--- config.mk ---
export PLATFORM = sky130hd
export DESIGN_NAME = cpu_trace_buffer
export DESIGN_NICKNAME = d
export VERILOG_FILES = /design/src/rtl/cpu_trace_buffer.sv
export SDC_FILE = /design/constraint.sdc
export NUM_CORES = 2
export LEC_CHECK = 0
export CAP_MARGIN = 30
export CORE_ASPECT_RATIO = 0.9
export CORE_UTILIZATION = 60
export DETAILED_ROUTE_END_ITERATION = 10
export PLACE_DENSITY_LB_ADDON = 0.25
export SETUP_SLACK_MARGIN = 0.1
export SLEW_MARGIN = 20
export SYNTH_ARGS = -nofsm -noshare
export SYNTH_HDL_FRONTEND = slang
export SYNTH_SLANG_ARGS = --single-unit
--- constraint.sdc ---
create_clock -name CLK -period 5.5 [get_ports CLK]
set_clock_uncertainty 0.05 [all_clocks]
set_input_delay 0.55 -clock CLK [delete_from_list [all_inputs] [get_ports CLK]]
set_output_delay 0.55 -clock CLK [all_outputs]
set_load 0.05 [all_outputs]
--- src/rtl/cpu_trace_buffer.sv ---
`default_nettype none
// ============================================================================
// Module      : cpu_trace_buffer
// Description : Instruction-trace capture for the cpu6502 core. Records one
//               {PC, A, X, Y, SR, SP} snapshot per opcode fetch into a
//               circular history, freezes it a fixed number of entries after
//               a trigger, then streams the trace oldest-first over a
//               valid/ready port.
// Revision    : 1.0 - initial release
// ============================================================================
module cpu_trace_buffer #(
  parameter  int DEPTH   = 32,
  parameter  int ADDR_W  = 16,
  parameter  int DATA_W  = 8,
  parameter  int POST    = 16,
  localparam int ENTRY_W = ADDR_W + 5*DATA_W,
  localparam int CW      = $clog2(DEPTH) + 1
) (
  input  logic               CLK,
  input  logic               RESET,
  input  logic               arm,
  input  logic               abort,
  input  logic               sync,
  input  logic [ADDR_W-1:0]  pc,
  input  logic [DATA_W-1:0]  a,
  input  logic [DATA_W-1:0]  x,
  input  logic [DATA_W-1:0]  y,
  input  logic [DATA_W-1:0]  sr,
  input  logic [DATA_W-1:0]  sp,
  input  logic [ADDR_W-1:0]  trig_pc,
  input  logic [ADDR_W-1:0]  trig_mask,
  input  logic               ext_trig,
  output logic               out_valid,
  input  logic               out_ready,
  output logic [ENTRY_W-1:0] out_data,
  output logic               out_last,
  output logic [1:0]         state_o,
  output logic [CW-1:0]      count,
  output logic               overflow
);

  localparam int            AW      = $clog2(DEPTH);
  localparam logic [CW-1:0] C_DEPTH = CW'(DEPTH);
  localparam logic [CW-1:0] C_POST  = CW'(POST);

  typedef enum logic [1:0] {
    S_IDLE  = 2'd0,
    S_ARMED = 2'd1,
    S_POST  = 2'd2,
    S_DONE  = 2'd3
  } state_t;

  state_t              state_q, state_d;
  logic [AW-1:0]       wr_ptr_q, wr_ptr_d;
  logic [AW-1:0]       rd_ptr_q, rd_ptr_d;
  logic [CW-1:0]       count_q, count_d;
  logic [CW-1:0]       post_cnt_q, post_cnt_d;
  logic [CW-1:0]       remaining_q, remaining_d;
  logic                overflow_q, overflow_d;
  logic                w_wr_en;
  logic                w_match;
  logic                w_trig;
  logic [CW-1:0]       w_count_inc;
  logic [ENTRY_W-1:0]  mem_q [DEPTH];

  // Snapshot packing: PC occupies the MSBs, SP the LSBs.
  logic [ENTRY_W-1:0] w_entry;
  assign w_entry     = {pc, a, x, y, sr, sp};
  assign w_match     = sync && (((pc ^ trig_pc) & trig_mask) == '0);
  assign w_trig      = w_match || ext_trig;
  assign w_count_inc = (count_q == C_DEPTH) ? C_DEPTH : count_q + CW'(1);

  // Next-state logic: abort beats arm, arm beats capture/trigger.
  always_comb begin
    state_d     = state_q;
    wr_ptr_d    = wr_ptr_q;
    rd_ptr_d    = rd_ptr_q;
    count_d     = count_q;
    post_cnt_d  = post_cnt_q;
    remaining_d = remaining_q;
    overflow_d  = overflow_q;
    w_wr_en     = 1'b0;

    if (abort) begin
      state_d = S_IDLE;
    end else begin
      case (state_q)
        S_IDLE: begin
          if (arm) begin
            state_d    = S_ARMED;
            wr_ptr_d   = '0;
            count_d    = '0;
            overflow_d = 1'b0;
          end
        end
        S_ARMED: begin
          if (sync) begin
            w_wr_en  = 1'b1;
            wr_ptr_d = wr_ptr_q + AW'(1);
            count_d  = w_count_inc;
            if (count_q == C_DEPTH) overflow_d = 1'b1;
            if (w_trig) begin
              post_cnt_d = C_POST - CW'(1);
              state_d    = (POST == 1) ? S_DONE : S_POST;
            end
          end else if (ext_trig) begin
            post_cnt_d = C_POST;
            state_d    = S_POST;
          end
        end
        S_POST: begin
          if (sync) begin
            w_wr_en    = 1'b1;
            wr_ptr_d   = wr_ptr_q + AW'(1);
            count_d    = w_count_inc;
            post_cnt_d = post_cnt_q - CW'(1);
            if (count_q == C_DEPTH) overflow_d = 1'b1;
            if (post_cnt_q == CW'(1)) state_d = S_DONE;
          end
        end
        default: begin
          if (arm) begin
            state_d    = S_ARMED;
            wr_ptr_d   = '0;
            count_d    = '0;
            overflow_d = 1'b0;
          end else if (out_valid && out_ready) begin
            rd_ptr_d    = rd_ptr_q + AW'(1);
            remaining_d = remaining_q - CW'(1);
          end
        end
      endcase
    end

    // Entering DONE: point at the oldest surviving entry. A full buffer has
    // count low bits of zero, so the oldest entry is the one at wr_ptr.
    if (state_d == S_DONE && state_q != S_DONE) begin
      rd_ptr_d    = wr_ptr_d - count_d[AW-1:0];
      remaining_d = count_d;
    end
  end

  // Control state register with asynchronous clear.
  always_ff @(posedge CLK or posedge RESET) begin
    if (RESET) begin
      state_q     <= S_IDLE;
      wr_ptr_q    <= '0;
      rd_ptr_q    <= '0;
      count_q     <= '0;
      post_cnt_q  <= '0;
      remaining_q <= '0;
      overflow_q  <= 1'b0;
    end else begin
      state_q     <= state_d;
      wr_ptr_q    <= wr_ptr_d;
      rd_ptr_q    <= rd_ptr_d;
      count_q     <= count_d;
      post_cnt_q  <= post_cnt_d;
      remaining_q <= remaining_d;
      overflow_q  <= overflow_d;
    end
  end

  // Trace storage; contents are don't-care after reset.
  always_ff @(posedge CLK) begin
    if (w_wr_en) mem_q[wr_ptr_q] <= w_entry;
  end

  // Readout is combinational from the frozen buffer so it drops with reset.
  assign out_valid = (state_q == S_DONE) && (remaining_q != '0);
  assign out_data  = out_valid ? mem_q[rd_ptr_q] : '0;
  assign out_last  = out_valid && (remaining_q == CW'(1));
  assign state_o   = state_q;
  assign count     = count_q;
  assign overflow  = overflow_q;

endmodule
`default_nettype wire

==> results <==
- The overflow left after global routing is 0.
- After the last flow step, the layout net total stands at 3382.
- Dividing total power by cell area gives a power density of 384 nW/um^2.
- The fraction of layout instances using a drive strength above 1 is 29.0%.
- Pin placement for this block handled between 150 and 200 I/O pins.
- Setup violations remaining at the end of the flow were counted as 0.
- Synthesis produced a netlist whose cell count is between 2000 and 3000.
- STA classifies the critical path startpoint as a flip-flop.
- The overall die area is ~120000 um^2.
- The die is 363 um wide.
- The area share of the leading cell type in the synthesized netlist is 76.3%.
- The first global-routing pass estimated roughly 240 mm of wire.
- After synthesis, the mean cell area works out to 24.0 um^2.
- The sequential cell area is 54600 um^2.
- The floorplan die height is around 330 um.
- The number of distinct library cells after synthesis is 66.
- The total clock buffers created by CTS is 171.
- In this run, flip-flops and latches consume about half of the power.
- Net switching is 23.7% of the power.
- The clock network accounts for 36.4% of the total power.
- The transition time at the pin with the least slew margin is around 1000 ps.
- The initial DRC count is 4454.
- In this run, synthesis produced a sequential element count of 1823.
- The number of buffers inserted by hold repair at cts is 0.
- The clock passes through at most 3 buffers.
- The buffers inserted during post-CTS setup optimization is 0.
- The floorplan step defined a core boundary enclosing between 100000 and 150000 um^2.
- Adding up every negative setup slack in the final design gives 0 ps.
- The maximum operating frequency is 192 MHz.
- The detailed-route vias per instance is about 6.8.
- Compared with the post-synthesis result, the final layout area differs by 14.7%.
- The detail route stage leaves a number of antenna-violating nets equal to 0.
- The class of the most critical hold timing path is in -> async.
- In this run the worst path has a maximum fanout of 37.
- The reported net switching power is 7360 uW.
- Headroom to the max-slew limit came out at 32.0%.
- Entering global routing, the biggest net connects 84 pins.
- Cell internal power was estimated by the tool at about 24000 uW.
- The number of global-route vias before repair is 34800.
- After detailed routing, the average wire length per cell comes to 34.5 um.
- The number of hold violations in the final report is 0.
- The count of warnings emitted by yosys is 0.
- Routability-driven placement finished with a final weighted congestion of 0.796.
- The critical path data required time is 4900 ps.
- The number of search-and-repair iterations in the first detailed-routing pass is 5.
- The total of buffers placed on input and output ports is 161.
- After synthesis, the cell types taking the most area are sky130_fd_sc_hd__edfxtp_1, sky130_fd_sc_hd__mux4_2, sky130_fd_sc_hd__dfrtp_1.
- The later pin in the worst-skew pair is clocked with a latency of 790 ps.
- The deepest level of the CTS H-tree is 4.
- The overall routing resource usage is 29.4%.
- The most common flop cell mapped by yosys is sky130_fd_sc_hd__edfxtp_1.
- The cell family contributing the most delay on the critical path is multiplexers.
- The initial antenna violation count is 9.
- After synthesis, flip-flops and latches occupy between 70% and 80% of the total area.
- The critical path contains buffers and inverters numbering 3 combined.
- The static leakage is 0.0257 uW.
- Setup repair after global routing left no endpoint under its margin.
- The count of max-cap constraint violations is 0.
- The biggest area contributor in the post-synthesis netlist is sky130_fd_sc_hd__edfxtp_1.
- The element type at the critical path end is an output port.
- The multi-input combinational cell area is 15400 um^2.
- The final critical path takes up between 90% and 100% of the cycle.
- The shortest period the worst path allows is 5210 ps.
- The DRC violations left is 0.
- The overall routed net length is between 150 and 200 mm.
- The combined area of all synthesized cells is 70500 um^2.
- The effective utilization at floorplan is 60.9%.
- The vias after detailed routing is 33500.
- The critical path goes through buf_12 -> buf_12 -> mux4_2 -> mux4_2 -> mux2i_1 -> nor2_1 -> clkdlybuf4s50_1.
- The post-synthesis net count is 3054.
- For this design, the sink count on the clock tree is 1823.
- In this run the clock root is driven by a sky130_fd_sc_hd__clkbuf_16.
- The run finished with clean final reports.
- The worst-path cell with the longest stage delay is sky130_fd_sc_hd__dfrtp_4.
- The total of fill cells in the finished design is 6701.
- TritonCTS built the clock tree.
- Of all flip-flops after synthesis, the portion carrying an async set or reset was 1.70%.
- Final hold analysis gives a worst-case slack of 99.5 ps.
- The number of flops mapped to enable cells by yosys is 1792.
- The clock transition time at the flip-flop clock pins of the worst setup and hold paths is around 60 ps.
- The maximum ir drop on the vdd rail is 0.347 mV.
- Post-CTS repair changed the size of 0 cells.
- After legalization and detailed placement, the total HPWL measured 84.0 mm.
- The critical path is of the reg -> out type.
- The count of pins over their slew limit is 0.
- The initialized floorplan defines 118 standard-cell rows.
- The share of total power dissipated in combinational logic is between 10% and 20%.
- The longest individual stage delay on the worst path is 1020 ps.
- The data arrival at the endpoint of the critical path is 4610 ps.
## power by group through the flow
stage / clock [uW] / sequential [uW] / combinational, uW
floorplan: 0 / 15800 / 2780
global placement: 0 / 16000 / 3930
detailed placement: 0 / 16000 / 4010
CTS: 11400 / 15700 / 4050
global route: 11900 / 15700 / 4290
finish: 11300 / 15700 / 4060
## path summary, 6_finish.rpt
path	start	to	slack, ps	depth (start not counted)
max	rd_ptr_q[0]	out_data[25]	290	7
min	RESET	count[5]	100	3
max reg2reg	state_o[0]	rd_ptr_q[4]	1510	14
min reg2reg	overflow	overflow	480	2
max in group asynchronous	RESET	rd_ptr_q[1]	4940	3
min in group CLK	pc[12]	mem_q[5][52]	240	1
## cells in the final DEF (no fill, tap or decap), types with 5 or more instances in the layout
cell and count:
sky130_fd_sc_hd__clkbuf_1 37, sky130_fd_sc_hd__xor2_1 22, sky130_fd_sc_hd__ha_1 20, sky130_fd_sc_hd__nand3_1 11
sky130_fd_sc_hd__buf_6 8, sky130_fd_sc_hd__nor2_1 73, sky130_fd_sc_hd__mux2i_1 60, sky130_fd_sc_hd__edfxtp_1 1792
sky130_fd_sc_hd__buf_8 28, sky130_fd_sc_hd__o21ai_0 10, sky130_fd_sc_hd__clkinv_2 34, sky130_fd_sc_hd__clkdlybuf4s50_1 155
sky130_fd_sc_hd__mux4_2 560, sky130_fd_sc_hd__nand4_1 6, sky130_fd_sc_hd__bufinv_16 8, sky130_fd_sc_hd__dfrtp_4 5
sky130_fd_sc_hd__a21oi_1 16, sky130_fd_sc_hd__dfrtp_1 26, sky130_fd_sc_hd__clkbuf_16 180, sky130_fd_sc_hd__and2_1 5
sky130_fd_sc_hd__buf_4 54, sky130_fd_sc_hd__nor2_4 31, sky130_fd_sc_hd__clkinv_1 38, sky130_fd_sc_hd__inv_1 30
sky130_fd_sc_hd__nor3_1 11, sky130_fd_sc_hd__buf_12 52, sky130_fd_sc_hd__buf_2 6, sky130_fd_sc_hd__a22oi_1 7
sky130_fd_sc_hd__o211ai_1 5, sky130_fd_sc_hd__nand2_1 21
## flip-flops by register name, indices dropped and copies added, names as in the netlist
name	flops
count	6
mem_q	1792
overflow	1
post_cnt_q	6
rd_ptr_q	5
remaining_q	6
state_o	2
wr_ptr_q	5
## kinds of logic after synthesis
kind of cell	after synthesis	synth area share [%]
flops	1823	77.4
mux	620	18.7
simple gates	190	1.25
compound gates	77	0.788
fa+ha+maj	21	0.383
xor+xnor	24	0.317
buf+inv	183	1.15
## cells in the mapped netlist, types with 2 or more instances
| cell type | n |
|---|---|
| sky130_fd_sc_hd__nor2b_1 | 2 |
| sky130_fd_sc_hd__o22ai_1 | 3 |
| sky130_fd_sc_hd__o221a_1 | 2 |
| sky130_fd_sc_hd__a22oi_1 | 7 |
| sky130_fd_sc_hd__or4_1 | 3 |
| sky130_fd_sc_hd__o21ai_0 | 10 |
| sky130_fd_sc_hd__a21o_1 | 2 |
| sky130_fd_sc_hd__inv_2 | 3 |
| sky130_fd_sc_hd__buf_6 | 3 |
| sky130_fd_sc_hd__and3_1 | 4 |
| sky130_fd_sc_hd__a21oi_1 | 16 |
| sky130_fd_sc_hd__o311ai_1 | 2 |
| sky130_fd_sc_hd__buf_1 | 21 |
| sky130_fd_sc_hd__o41ai_1 | 2 |
| sky130_fd_sc_hd__or3_1 | 2 |
| sky130_fd_sc_hd__dfrtp_1 | 31 |
| sky130_fd_sc_hd__nand3b_1 | 3 |
| sky130_fd_sc_hd__a31oi_1 | 4 |
| sky130_fd_sc_hd__a211oi_1 | 3 |
| sky130_fd_sc_hd__mux4_2 | 560 |
| sky130_fd_sc_hd__mux2i_1 | 60 |
| sky130_fd_sc_hd__or3b_2 | 2 |
| sky130_fd_sc_hd__buf_4 | 13 |
| sky130_fd_sc_hd__and2_1 | 5 |
| sky130_fd_sc_hd__nor3_1 | 11 |
| sky130_fd_sc_hd__nand4_1 | 6 |
| sky130_fd_sc_hd__edfxtp_1 | 1792 |
| sky130_fd_sc_hd__nor2_1 | 104 |
| sky130_fd_sc_hd__and4_1 | 4 |
| sky130_fd_sc_hd__buf_2 | 42 |
| sky130_fd_sc_hd__nand3_1 | 11 |
| sky130_fd_sc_hd__o31a_1 | 2 |
| sky130_fd_sc_hd__or2_1 | 2 |
| sky130_fd_sc_hd__xor2_1 | 22 |
| sky130_fd_sc_hd__clkbuf_1 | 70 |
| sky130_fd_sc_hd__nor4_1 | 4 |
| sky130_fd_sc_hd__nand2_1 | 22 |
| sky130_fd_sc_hd__o211ai_1 | 5 |
| sky130_fd_sc_hd__a221o_1 | 2 |
| sky130_fd_sc_hd__inv_1 | 31 |
| sky130_fd_sc_hd__ha_1 | 20 |
## metal layers
metal / vias up / GRT usage [%] / share of wire (%)
li1: 13300 / - / -
met1: 17900 / 40.7 / 37
met2: 1994 / 47.0 / 50
met3: 362 / 6.80 / 9.8
met4: 12 / 9.93 / 3.1
met5: - / 0 / 0.043
## tightest hold or removal path, delay by kind of cell
kind	cells	cell delay [ps]
buf+inv	3	820
## metrics by stage
step                      instance area, um^2  total power, uW  utilization, %  cells  worst slack, ps
after detailed placement                75200            20000            65.0   4619             1100
after global placement                  75100            19900            64.9   4616             1060
after floorplan                         70500            18600               -   2938              556
after global routing                    80900            31900            69.9   4958              126
final                                   80900            31000            69.9   4958              286
after CTS                               80500            31100            69.5   4922              196
## final cells by class
type / count / share of cell area, %
Timing Repair Buffer: 304 / 4.41
Antenna cell: 2 / 0.00619
Clock inverter: 86 / 0.770
Multi-Input combinational cell: 932 / 19.0
Inverter: 34 / 0.161
Sequential cell: 1823 / 67.5
Tap cell: 1560 / 2.41
Clock buffer: 217 / 5.74
Note: power is estimated with default switching activity, not from simulation.
